[src/rtl/bf16_sigmoid_range_classify.sv]
// bf16_sigmoid_range_classify
// Input stage of the bf16 sigmoid pipeline. It splits each bf16 operand into
// sign and magnitude and classifies the magnitude into a unit segment (0..5),
// a saturation region (6, |x| >= 6 including inf) or NaN (7). Results travel
// through a two-entry elastic pipeline (S1 -> S2). The block also keeps a
// saturating debug count of accepted saturated and NaN operands.
//
// Build option: define BF16_SIGMOID_FTZ_EN to flush subnormal operands to a
// zero magnitude (segment 0, sign kept). Without it, subnormals pass through
// unchanged and still classify as segment 0.

module bf16_sigmoid_range_classify #(
    parameter int SAT_CNT_W = 16
) (
    input  logic                 clk,
    input  logic                 rst,
    input  logic                 in_valid,
    output logic                 in_ready,
    input  logic [15:0]          in_data,
    output logic                 out_valid,
    input  logic                 out_ready,
    output logic                 out_sign,
    output logic [15:0]          out_abs,
    output logic [2:0]           out_seg,
    output logic                 out_sat,
    output logic                 out_nan,
    input  logic                 cnt_clear,
    output logic [SAT_CNT_W-1:0] sat_cnt
);

    // Segment thresholds 1.0 .. 6.0 as 15-bit magnitudes; slot 0 holds 1.0.
    // For non-NaN bf16 values the unsigned magnitude compare is monotonic in |x|.
    localparam int NUM_THRESH = 6;
    localparam logic [NUM_THRESH*15-1:0] THRESH_VEC = {
        15'h40C0,   // 6.0
        15'h40A0,   // 5.0
        15'h4080,   // 4.0
        15'h4040,   // 3.0
        15'h4000,   // 2.0
        15'h3F80    // 1.0
    };

    localparam logic [SAT_CNT_W-1:0] CNT_ONE = {{(SAT_CNT_W-1){1'b0}}, 1'b1};

    // ------------------------------------------------------------------
    // Operand field split
    // ------------------------------------------------------------------
    logic        in_sign;
    logic [14:0] in_mag;
    logic [7:0]  in_exp;
    logic [6:0]  in_man;
    logic        in_is_nan;

    assign in_sign   = in_data[15];
    assign in_mag    = in_data[14:0];
    assign in_exp    = in_data[14:7];
    assign in_man    = in_data[6:0];
    assign in_is_nan = (in_exp == 8'hFF) && (in_man != 7'd0);

    // ------------------------------------------------------------------
    // Thermometer of "magnitude >= threshold"; upper boundary wins
    // ------------------------------------------------------------------
    logic [NUM_THRESH-1:0] ge_vec;

    genvar gi;
    generate
        for (gi = 0; gi < NUM_THRESH; gi++) begin : g_thresh
            assign ge_vec[gi] = (in_mag >= THRESH_VEC[gi*15 +: 15]);
        end
    endgenerate

    logic [2:0]  cls_seg_next;
    logic [15:0] cls_abs_next;
    logic        cls_hit_next;

    // Segment index = highest threshold reached; NaN overrides everything.
    always_comb begin
        cls_seg_next = 3'd0;
        for (int i = 0; i < NUM_THRESH; i++) begin
            if (ge_vec[i]) begin
                cls_seg_next = 3'(i + 1);
            end
        end
        if (in_is_nan) begin
            cls_seg_next = 3'd7;
        end
    end

`ifdef BF16_SIGMOID_FTZ_EN
    logic in_is_sub;
    assign in_is_sub    = (in_exp == 8'h00) && (in_man != 7'd0);
    // Subnormals collapse to +0 magnitude; their segment is already 0.
    assign cls_abs_next = in_is_sub ? 16'h0000 : {1'b0, in_mag};
`else
    assign cls_abs_next = {1'b0, in_mag};
`endif

    // Segments 6 and 7 are exactly the codes with both upper bits set.
    assign cls_hit_next = cls_seg_next[2] & cls_seg_next[1];

    // ------------------------------------------------------------------
    // Elastic two-stage pipeline
    // ------------------------------------------------------------------
    logic        s1_valid_reg;
    logic        s1_sign_reg;
    logic [15:0] s1_abs_reg;
    logic [2:0]  s1_seg_reg;

    logic        s2_valid_reg;
    logic        s2_sign_reg;
    logic [15:0] s2_abs_reg;
    logic [2:0]  s2_seg_reg;

    logic        s2_load;
    logic        s1_load;
    logic        in_fire;

    // S2 frees up when empty or its entry is being taken; S1 frees up when
    // empty or its entry moves into S2. This gives full rate without bubbles.
    assign s2_load  = !s2_valid_reg || out_ready;
    assign s1_load  = !s1_valid_reg || s2_load;
    assign in_ready = !rst && s1_load;
    assign in_fire  = in_valid && in_ready;

    // S1: capture the classification of an accepted operand.
    always_ff @(posedge clk) begin
        if (rst) begin
            s1_valid_reg <= 1'b0;
            s1_sign_reg  <= 1'b0;
            s1_abs_reg   <= 16'h0000;
            s1_seg_reg   <= 3'd0;
        end else if (s1_load) begin
            s1_valid_reg <= in_valid;
            if (in_valid) begin
                s1_sign_reg <= in_sign;
                s1_abs_reg  <= cls_abs_next;
                s1_seg_reg  <= cls_seg_next;
            end
        end
    end

    // S2: output register; payload only changes when a real entry moves in,
    // so the outputs stay put while stalled.
    always_ff @(posedge clk) begin
        if (rst) begin
            s2_valid_reg <= 1'b0;
            s2_sign_reg  <= 1'b0;
            s2_abs_reg   <= 16'h0000;
            s2_seg_reg   <= 3'd0;
        end else if (s2_load) begin
            s2_valid_reg <= s1_valid_reg;
            if (s1_valid_reg) begin
                s2_sign_reg <= s1_sign_reg;
                s2_abs_reg  <= s1_abs_reg;
                s2_seg_reg  <= s1_seg_reg;
            end
        end
    end

    assign out_valid = s2_valid_reg;
    assign out_sign  = s2_sign_reg;
    assign out_abs   = s2_abs_reg;
    assign out_seg   = s2_seg_reg;
    assign out_sat   = (s2_seg_reg == 3'd6);
    assign out_nan   = (s2_seg_reg == 3'd7);

    // ------------------------------------------------------------------
    // Saturated/NaN event counter (debug)
    // ------------------------------------------------------------------
    logic [SAT_CNT_W-1:0] sat_cnt_reg;
    logic                 sat_cnt_full;

    assign sat_cnt_full = &sat_cnt_reg;

    // Count accepted saturated/NaN operands; clear wins, no wrap at the top.
    always_ff @(posedge clk) begin
        if (rst) begin
            sat_cnt_reg <= '0;
        end else if (cnt_clear) begin
            sat_cnt_reg <= '0;
        end else if (in_fire && cls_hit_next && !sat_cnt_full) begin
            sat_cnt_reg <= sat_cnt_reg + CNT_ONE;
        end
    end

    assign sat_cnt = sat_cnt_reg;

endmodule

[config.mk]
export PLATFORM = sky130hd
export DESIGN_NAME = bf16_sigmoid_range_classify
export DESIGN_NICKNAME = d
export VERILOG_FILES = /design/src/rtl/bf16_sigmoid_range_classify.sv
export SDC_FILE = /design/constraint.sdc
export NUM_CORES = 1
export LEC_CHECK = 0
export BUFFER_PORTS_ARGS = -buffer_cell sky130_fd_sc_hd__buf_2
export CORE_MARGIN = 3
export CORE_UTILIZATION = 52
export CTS_CLUSTER_DIAMETER = 60
export DETAILED_ROUTE_END_ITERATION = 10
export PLACE_DENSITY = 0.79
export SLEW_MARGIN = 20
export SYNTH_ARGS = -nofsm -noshare
export SYNTH_HDL_FRONTEND = slang
export SYNTH_SLANG_ARGS = --single-unit
export TNS_END_PERCENT = 5
[constraint.sdc]
create_clock -name clk -period 2.8 [get_ports clk]
set_clock_uncertainty 0.05 [all_clocks]
set_input_delay 0.56 -clock clk [delete_from_list [all_inputs] [get_ports clk]]
set_output_delay 0.56 -clock clk [all_outputs]
set_load 0.1 [all_outputs]
==> metrics.log, run 1 <==
[metrics] violation count after the first detailed-routing iteration: 160
[metrics] sequential cell area: 1121 sq um
[metrics] top cells by instance count after synthesis: 81 x nand2_1, 56 x dfxtp_1, 53 x a21oi_1
[metrics] buffer depth of the longest clock path: 2
[metrics] Critical Setup Path Class: input port to output port
[metrics] cell occurring most often along the worst timing path: buf_2
[metrics] post-DP HPWL: 3818 um
[metrics] final net count: 372
[metrics] headroom to the max-slew limit: 0.5394
[metrics] DRC violation count after routing: 0
[metrics] result of the run: finished clean
[metrics] fraction of layout instances using a drive strength above 1: 0.2251
[metrics] effective utilization at floorplan: 0.5634
[metrics] overflow left after global routing: 0
[metrics] number of endpoints failing setup at the final stage: 0
[metrics] worst skew pair latency: 0.31 ns
[metrics] post-synthesis register bit count: 56
[metrics] # Post-CTS Setup Buffers: 0
[metrics] cell leakage power: ~1.1 nW
[metrics] Fillers: 390
[metrics] Critical Path Fanout Max: 31
[metrics] number of endpoints with negative hold slack in the final report: 0
[metrics] switching share of total power: 0.2854
[metrics] number of global-route vias before repair: 1994
[metrics] Mapped Nets: 318
[metrics] Worst Hold Launch: s1_abs_reg[7]
[metrics] area of the mapped netlist: 2351 sq um
[metrics] width of the chip: around 73 um
[metrics] net switching power of the design: 415.6 uW
[metrics] global-route wire length before repair: 8735 um
[metrics] post-synthesis async set-or-reset flop share: 0
[metrics] dominant register cell in the synthesized netlist: dfxtp_1
[metrics] number of antenna violations at the first check in global routing: 0
[metrics] row cnt: 23
[metrics] number of I/O pins: 61
[metrics] Routed Antenna Nets: 0
[metrics] part of the Yosys area used for sequential elements: 0.4768
[metrics] post-detailed-route via-to-cell ratio: between 5 and 6
[metrics] library cell used as clock root buffer: clkbuf_8
[metrics] total power density per cell area: 527.6 nW/um^2
[metrics] pre-CTS setup slack: around 0.4 ns
[metrics] startpoint type of the worst setup path: input port
[metrics] maximum single-stage delay on the critical path: approximately 0.44 ns
[metrics] average wire per standard cell: between 10 and 15 um
[metrics] maximum clock rate: 0.4514 GHz
[metrics] post-CTS resize count: 0
[metrics] DP Area: 2669 sq um
[metrics] die outline area: between 5000 and 6000 sq um
[metrics] total power: 1.456 mW
[metrics] # diodes: 0
[metrics] clock tree from TritonCTS: done
[metrics] total negative slack for setup checks: 0 ns
[metrics] most repeated cell in the gate-level netlist after synthesis: nand2_1
[metrics] RSZ-0062 raised after global routing: no
[metrics] number of buffer and inverter instances along the worst setup path: 3
[metrics] global-route total usage across every layer: 0.2056
[metrics] clock net sink count: 56
[metrics] final instance area: between 2000 and 3000 sq um
[metrics] total wirelength of the detailed-routed design: ~5400 um
[metrics] share of the synthesized area in the top cell type: 0.4768
[metrics] critical path data arrival time: 1.61 ns
[metrics] internal portion of total power: about 1.0 mW
[metrics] gp weighted congestion: a little under 0.9
[metrics] number of violations of the max-capacitance limit: 0
[metrics] Flop pwr share: 0.571
[metrics] share of power burned in combinational logic: 0.123
[metrics] area of the multi-input gates: 1134 sq um
[metrics] CTS Hold Bufs: 0
[metrics] count of TritonRoute iterations in the first routing pass: 4
[metrics] number of H-tree levels: 2
[metrics] crit path cell chain: buf_2 -> buf_4 -> nor2_1 -> buf_2
[metrics] cell count after placement: 393
[metrics] start point of the critical path: rst
[metrics] pin count of the biggest net entering global routing: 32
[metrics] number of max-slew violations in the final report: 0
[metrics] clock period minus worst slack: 2.215 ns
[metrics] reg2reg start: out_valid
[metrics] area grow syn2layout: 17.40%
[metrics] nature of the critical path endpoint: output port
[metrics] total via count in the routed design: 2256
[metrics] CORE AREA: between 4000 and 5000 sq um
[metrics] class of the most critical hold timing path: flop to flop
[metrics] Synth area leaders: dfxtp_1 48%, nand2_1 13%, a21oi_1 11%
[metrics] Clk network pwr share: 0.306
[metrics] critical path data required time: 2.19 ns
[metrics] unique cell type count in the Yosys netlist: 41
[metrics] delay-heaviest family, CP: buffers and inverters
[metrics] Max rail drop VDD: 0.2496 mV
[metrics] yosys synthesis warning count: 0
[metrics] count of flip-flops with a built-in enable after synthesis: 0
[metrics] worst path setup slack after routing: approximately 0.58 ns
[metrics] worst-margin pin slew: 0.6909 ns
[metrics] part of the cycle the worst path needs: 0.7912
[metrics] Syn Area/Cell: 7.943 sq um
[metrics] cell count after synthesis: around 300
[metrics] Port Buffer Count: 59
[metrics] TritonCTS Buffers: 5
[metrics] Slowest cell on crit path: buf_2
[metrics] library cell with the largest summed area after synthesis: dfxtp_1
[metrics] height of the die: about 73 um
[metrics] max FFs per register: 16
[metrics] final non-filler cell total: approximately 400
[metrics] clock-pin transition on the worst setup and hold timing paths: 0.10 ns
routing by layer:
metal  wire (um)  track usage  vias up
met5           0            0        -
li1            -            -     1153
met4          63      0.07377        0
met2        2622       0.3575       51
met3         255      0.03857        7
met1        2473       0.2509     1045
cell type report:
class	instances	share of cell area
Clock inverter	3	0.008160
Sequential cell	56	0.4062
Inverter	3	0.004080
Multi-Input combinational cell	219	0.4107
Timing Repair Buffer	65	0.1233
Clock buffer	5	0.02493
Tap cell	50	0.02267
through the flow:
stage	utilization	hold WS (ns)
CTS	0.6615	0.4102
floorplan	-	0.3821
finish	0.6615	0.4065
global route	0.6615	0.4222
detailed placement	0.6396	0.3953
global placement	0.6396	0.3882
final timing paths:
check                              endpoint  slack [ns]  depth (start not counted)
worst min register to register   out_abs[7]        0.41                          2
worst max-delay path               in_ready        0.58                          4
worst max register to register  sat_cnt[15]        0.70                          5
worst min-delay path             out_abs[7]        0.41                          2
cell families (layout without fill, tap and decap cells):
group / Yosys count / count (layout) / share of synthesized area
compound gates: 78 / 78 / 0.1884
fa+ha+maj: 1 / 1 / 0.005321
buf+inv: 21 / 76 / 0.04204
flops: 56 / 56 / 0.4769
other cells: 1 / 1 / 0.001595
simple gates: 139 / 139 / 0.2858
worst register-to-register path, stage by stage (launching register included):
cell and delay, ns:
dfxtp_1 0.33, and3b_4 0.21, or3_4 0.38, a211o_1 0.42, or4_1 0.50, a21oi_1 0.15
cells in the final DEF, fill, tap and decap left out, types with 6 or more instances in the layout:
cell	count
buf_2	59
o31ai_1	7
nor2_1	6
buf_4	6
nand3_1	11
nand2_1	81
or4_1	9
nand4_1	6
a21oi_1	53
dfxtp_1	56
power groups by stage:
stage / logic (mW) / clock network, mW / registers, mW
after floorplan: 0.0822 / 0 / 0.903
after global placement: 0.177 / 0 / 0.849
after detailed placement: 0.179 / 0 / 0.850
after CTS: 0.180 / 0.459 / 0.832
after global routing: 0.194 / 0.483 / 0.835
final: 0.179 / 0.445 / 0.832
Note: power is estimated with default switching activity, not from simulation.
==> run 2, diff against run 1 <==
--- a/config.mk
+++ b/config.mk
@@ -7,10 +7,10 @@
 export LEC_CHECK = 0
 export BUFFER_PORTS_ARGS = -buffer_cell sky130_fd_sc_hd__buf_2
 export CORE_MARGIN = 3
-export CORE_UTILIZATION = 52
+export CORE_UTILIZATION = 47
 export CTS_CLUSTER_DIAMETER = 60
 export DETAILED_ROUTE_END_ITERATION = 10
-export PLACE_DENSITY = 0.79
+export PLACE_DENSITY = 0.75
 export SLEW_MARGIN = 20
 export SYNTH_ARGS = -nofsm -noshare
 export SYNTH_HDL_FRONTEND = slang
==> constraint.sdc (replaced) <==
create_clock -name clk -period 1.85 [get_ports clk]
set_clock_uncertainty 0.05 [all_clocks]
set_input_delay 0.37 -clock clk [delete_from_list [all_inputs] [get_ports clk]]
set_output_delay 0.37 -clock clk [all_outputs]
set_load 0.1 [all_outputs]
==> metrics.log, run 2 (synthesized netlist as in run 1, its figures left out) <==
[metrics] result of the run: finished with violations
[metrics] violated checks: negative setup slack
[metrics] cell leakage power: 1.227 nW (+11%)
[metrics] count of TritonRoute iterations in the first routing pass: 4 (unchanged)
[metrics] critical path data required time: 2.03 ns (-0.16 ns)
[metrics] Routed Antenna Nets: 0 (unchanged)
[metrics] number of endpoints failing setup at the final stage: 8 (+8)
[metrics] worst-margin pin slew: 0.7214 ns (+0.03050 ns)
[metrics] critical path data arrival time: 2.09 ns (+0.48 ns)
[metrics] # diodes: 0 (unchanged)
[metrics] TritonCTS Buffers: 5 (unchanged)
[metrics] Critical Setup Path Class: flop to flop
[metrics] effective utilization at floorplan: 0.4912 (-0.07218)
[metrics] cell count of the worst hold path: 3 (+1)
[metrics] buffer depth of the longest clock path: 2 (unchanged)
[metrics] Port Buffer Count: 59 (unchanged)
[metrics] global-route total usage across every layer: 0.1999 (-0.005662)
[metrics] CORE AREA: 4786 sq um (+15%)
[metrics] start point of the critical path: out_valid
[metrics] cell count after placement: 428 (+8.9%)
[metrics] number of antenna violations at the first check in global routing: 0 (unchanged)
[metrics] post-detailed-route via-to-cell ratio: 5.323 (-5.4%)
[metrics] area grow syn2layout: 29.64%
[metrics] clock net sink count: 56 (unchanged)
[metrics] number of I/O pins: 61 (unchanged)
[metrics] number of global-route vias before repair: 2147 (+7.7%)
[metrics] nature of the critical path endpoint: flop
[metrics] DRC violation count after routing: 0 (unchanged)
[metrics] startpoint type of the worst setup path: flop
[metrics] fraction of layout instances using a drive strength above 1: 0.3522 (+0.1271)
[metrics] post-DP HPWL: 4170 um (+9.2%)
[metrics] library cell used as clock root buffer: clkbuf_8
[metrics] max FFs per register: 16 (unchanged)
[metrics] gp weighted congestion: 0.8815 (+1.2%)
[metrics] width of the chip: 76.73 um (+4.8%)
[metrics] clock period minus worst slack: 1.909 ns
[metrics] most frequent standard cell in the layout excluding fill and tap cells: nand2_1
[metrics] Max rail drop VDD: 0.4282 mV (+72%)
[metrics] part of the cycle the worst path needs: 1.032
[metrics] number of H-tree levels: 2 (unchanged)
[metrics] CTS Hold Bufs: 0 (unchanged)
[metrics] worst skew pair latency: 0.30 ns (about the same)
[metrics] worst reg2reg setup slack: -0.06 ns (-0.76 ns)
[metrics] die outline area: 5887 sq um (+9.7%)
[metrics] global-route wire length before repair: 9749 um (+12%)
[metrics] clock-pin transition on the worst setup and hold timing paths: 0.10 ns (about the same)
[metrics] violation count after the first detailed-routing iteration: 97 (-39%)
[metrics] average wire per standard cell: 13.36 um (-1.1%)
[metrics] RSZ-0062 raised after global routing: yes
[metrics] most frequent cells in the layout: 81 x nand2_1, 58 x buf_2, 49 x a21oi_1
[metrics] worst path setup slack after routing: -0.05920 ns (-0.6439 ns)
[metrics] overflow left after global routing: 0 (unchanged)
[metrics] Hold Path Sink: s1_sign_reg
[metrics] worst-case hold slack: 0.2495 ns (-0.1570 ns)
[metrics] number of endpoints with negative hold slack in the final report: 0 (unchanged)
[metrics] height of the die: 76.73 um (+4.8%)
[metrics] number of violations of the max-capacitance limit: 0 (unchanged)
[metrics] final net count: 393 (+5.6%)
[metrics] row cnt: 25 (+8.7%)
[metrics] FF-to-FF path depth: 6 (+1)
[metrics] clock tree from TritonCTS: done
[metrics] total wirelength of the detailed-routed design: 5865 um (+8.3%)
[metrics] Critical Path Fanout Max: 8 (-74%)
[metrics] headroom to the max-slew limit: 0.5191 (-0.02033)
[metrics] reg2reg start: out_valid
[metrics] class of the most critical hold timing path: input port to flop
[metrics] total power density per cell area: 743.9 nW/um^2 (+41%)
[metrics] final non-filler cell total: 439 (+9.5%)
[metrics] total via count in the routed design: 2337 (+3.6%)
[metrics] number of max-slew violations in the final report: 0 (unchanged)
[metrics] pin count of the biggest net entering global routing: 44 (+38%)
[metrics] worst reg2reg path endpoint: sat_cnt[14]
[metrics] Worst Hold Launch: in_data[15]
[metrics] Fillers: 467 (+20%)
[metrics] maximum clock rate: 0.5238 GHz
==> run 2: critical path, stage by stage, from the launching register on <==
cell and delay (ns):
dfxtp_4 0.35, and3b_4 0.18, or3_4 0.35, a211o_1 0.28, buf_6 0.14, or3_1 0.34
a21oi_1 0.14
==> run 2: metal layers <==
metal / GRT usage / vias up / routed length [um]
met5: 0 / - / 0
met4: 0.07246 / 0 / 74
met3: 0.03873 / 6 / 308
met2: 0.3537 / 60 / 2967
met1: 0.2393 / 1086 / 2514
li1: - / 1185 / -
==> run 2: layout make-up <==
| cell class | count | area, sq um | area share |
|---|---|---|---|
| clock buffers | 6 | 82.58 | 0.02709 |
| clock inverters | 2 | 13.76 | 0.004516 |
| inverters | 3 | 11.26 | 0.003695 |
| multi-input cells | 219 | 1181 | 0.3875 |
| flip-flops and latches | 56 | 1159 | 0.3801 |
| well taps | 67 | 83.83 | 0.02750 |
| repair buffers | 86 | 516.7 | 0.1695 |
==> run 2: repair_timing <==
item / 4_1_cts / 5_1_grt
setup endpoints to repair: 13 / 12
resized for setup: 1 / 10
pin swaps: 18 / 1
setup buffers: 2 / 1
==> run 2: stage by stage <==
step / cell area, sq um / setup slack (ns) / setup TNS, ns / total power [mW] / util
2_1_floorplan: 2405 / -0.2566 / -3.363 / 1.487 / -
3_3_place_gp: 2892 / -0.2143 / -2.340 / 1.581 / 0.6042
3_5_place_dp: 2892 / -0.2936 / -3.067 / 1.587 / 0.6042
4_1_cts: 3007 / -0.05022 / -0.1928 / 2.288 / 0.6282
5_1_grt: 3048 / -0.1075 / -0.8656 / 2.361 / 0.6369
6_report: 3048 / -0.05920 / -0.2101 / 2.267 / 0.6369
==> run 2: where the power goes <==
group	leakage, nW	switching, mW	internal (mW)
clock network	0.0516	0.396	0.307
registers	0.467	0.0175	1.23
logic	0.708	0.220	0.0916
total	1.23	0.634	1.63
==> run 2: worst max path at each step <==
stage,to,depth (start not counted)
after floorplan,sat_cnt[1],6
after global placement,sat_cnt[14],7
after detailed placement,sat_cnt[13],7
after CTS,sat_cnt[12],6
after global routing,sat_cnt[14],6
final,sat_cnt[14],6
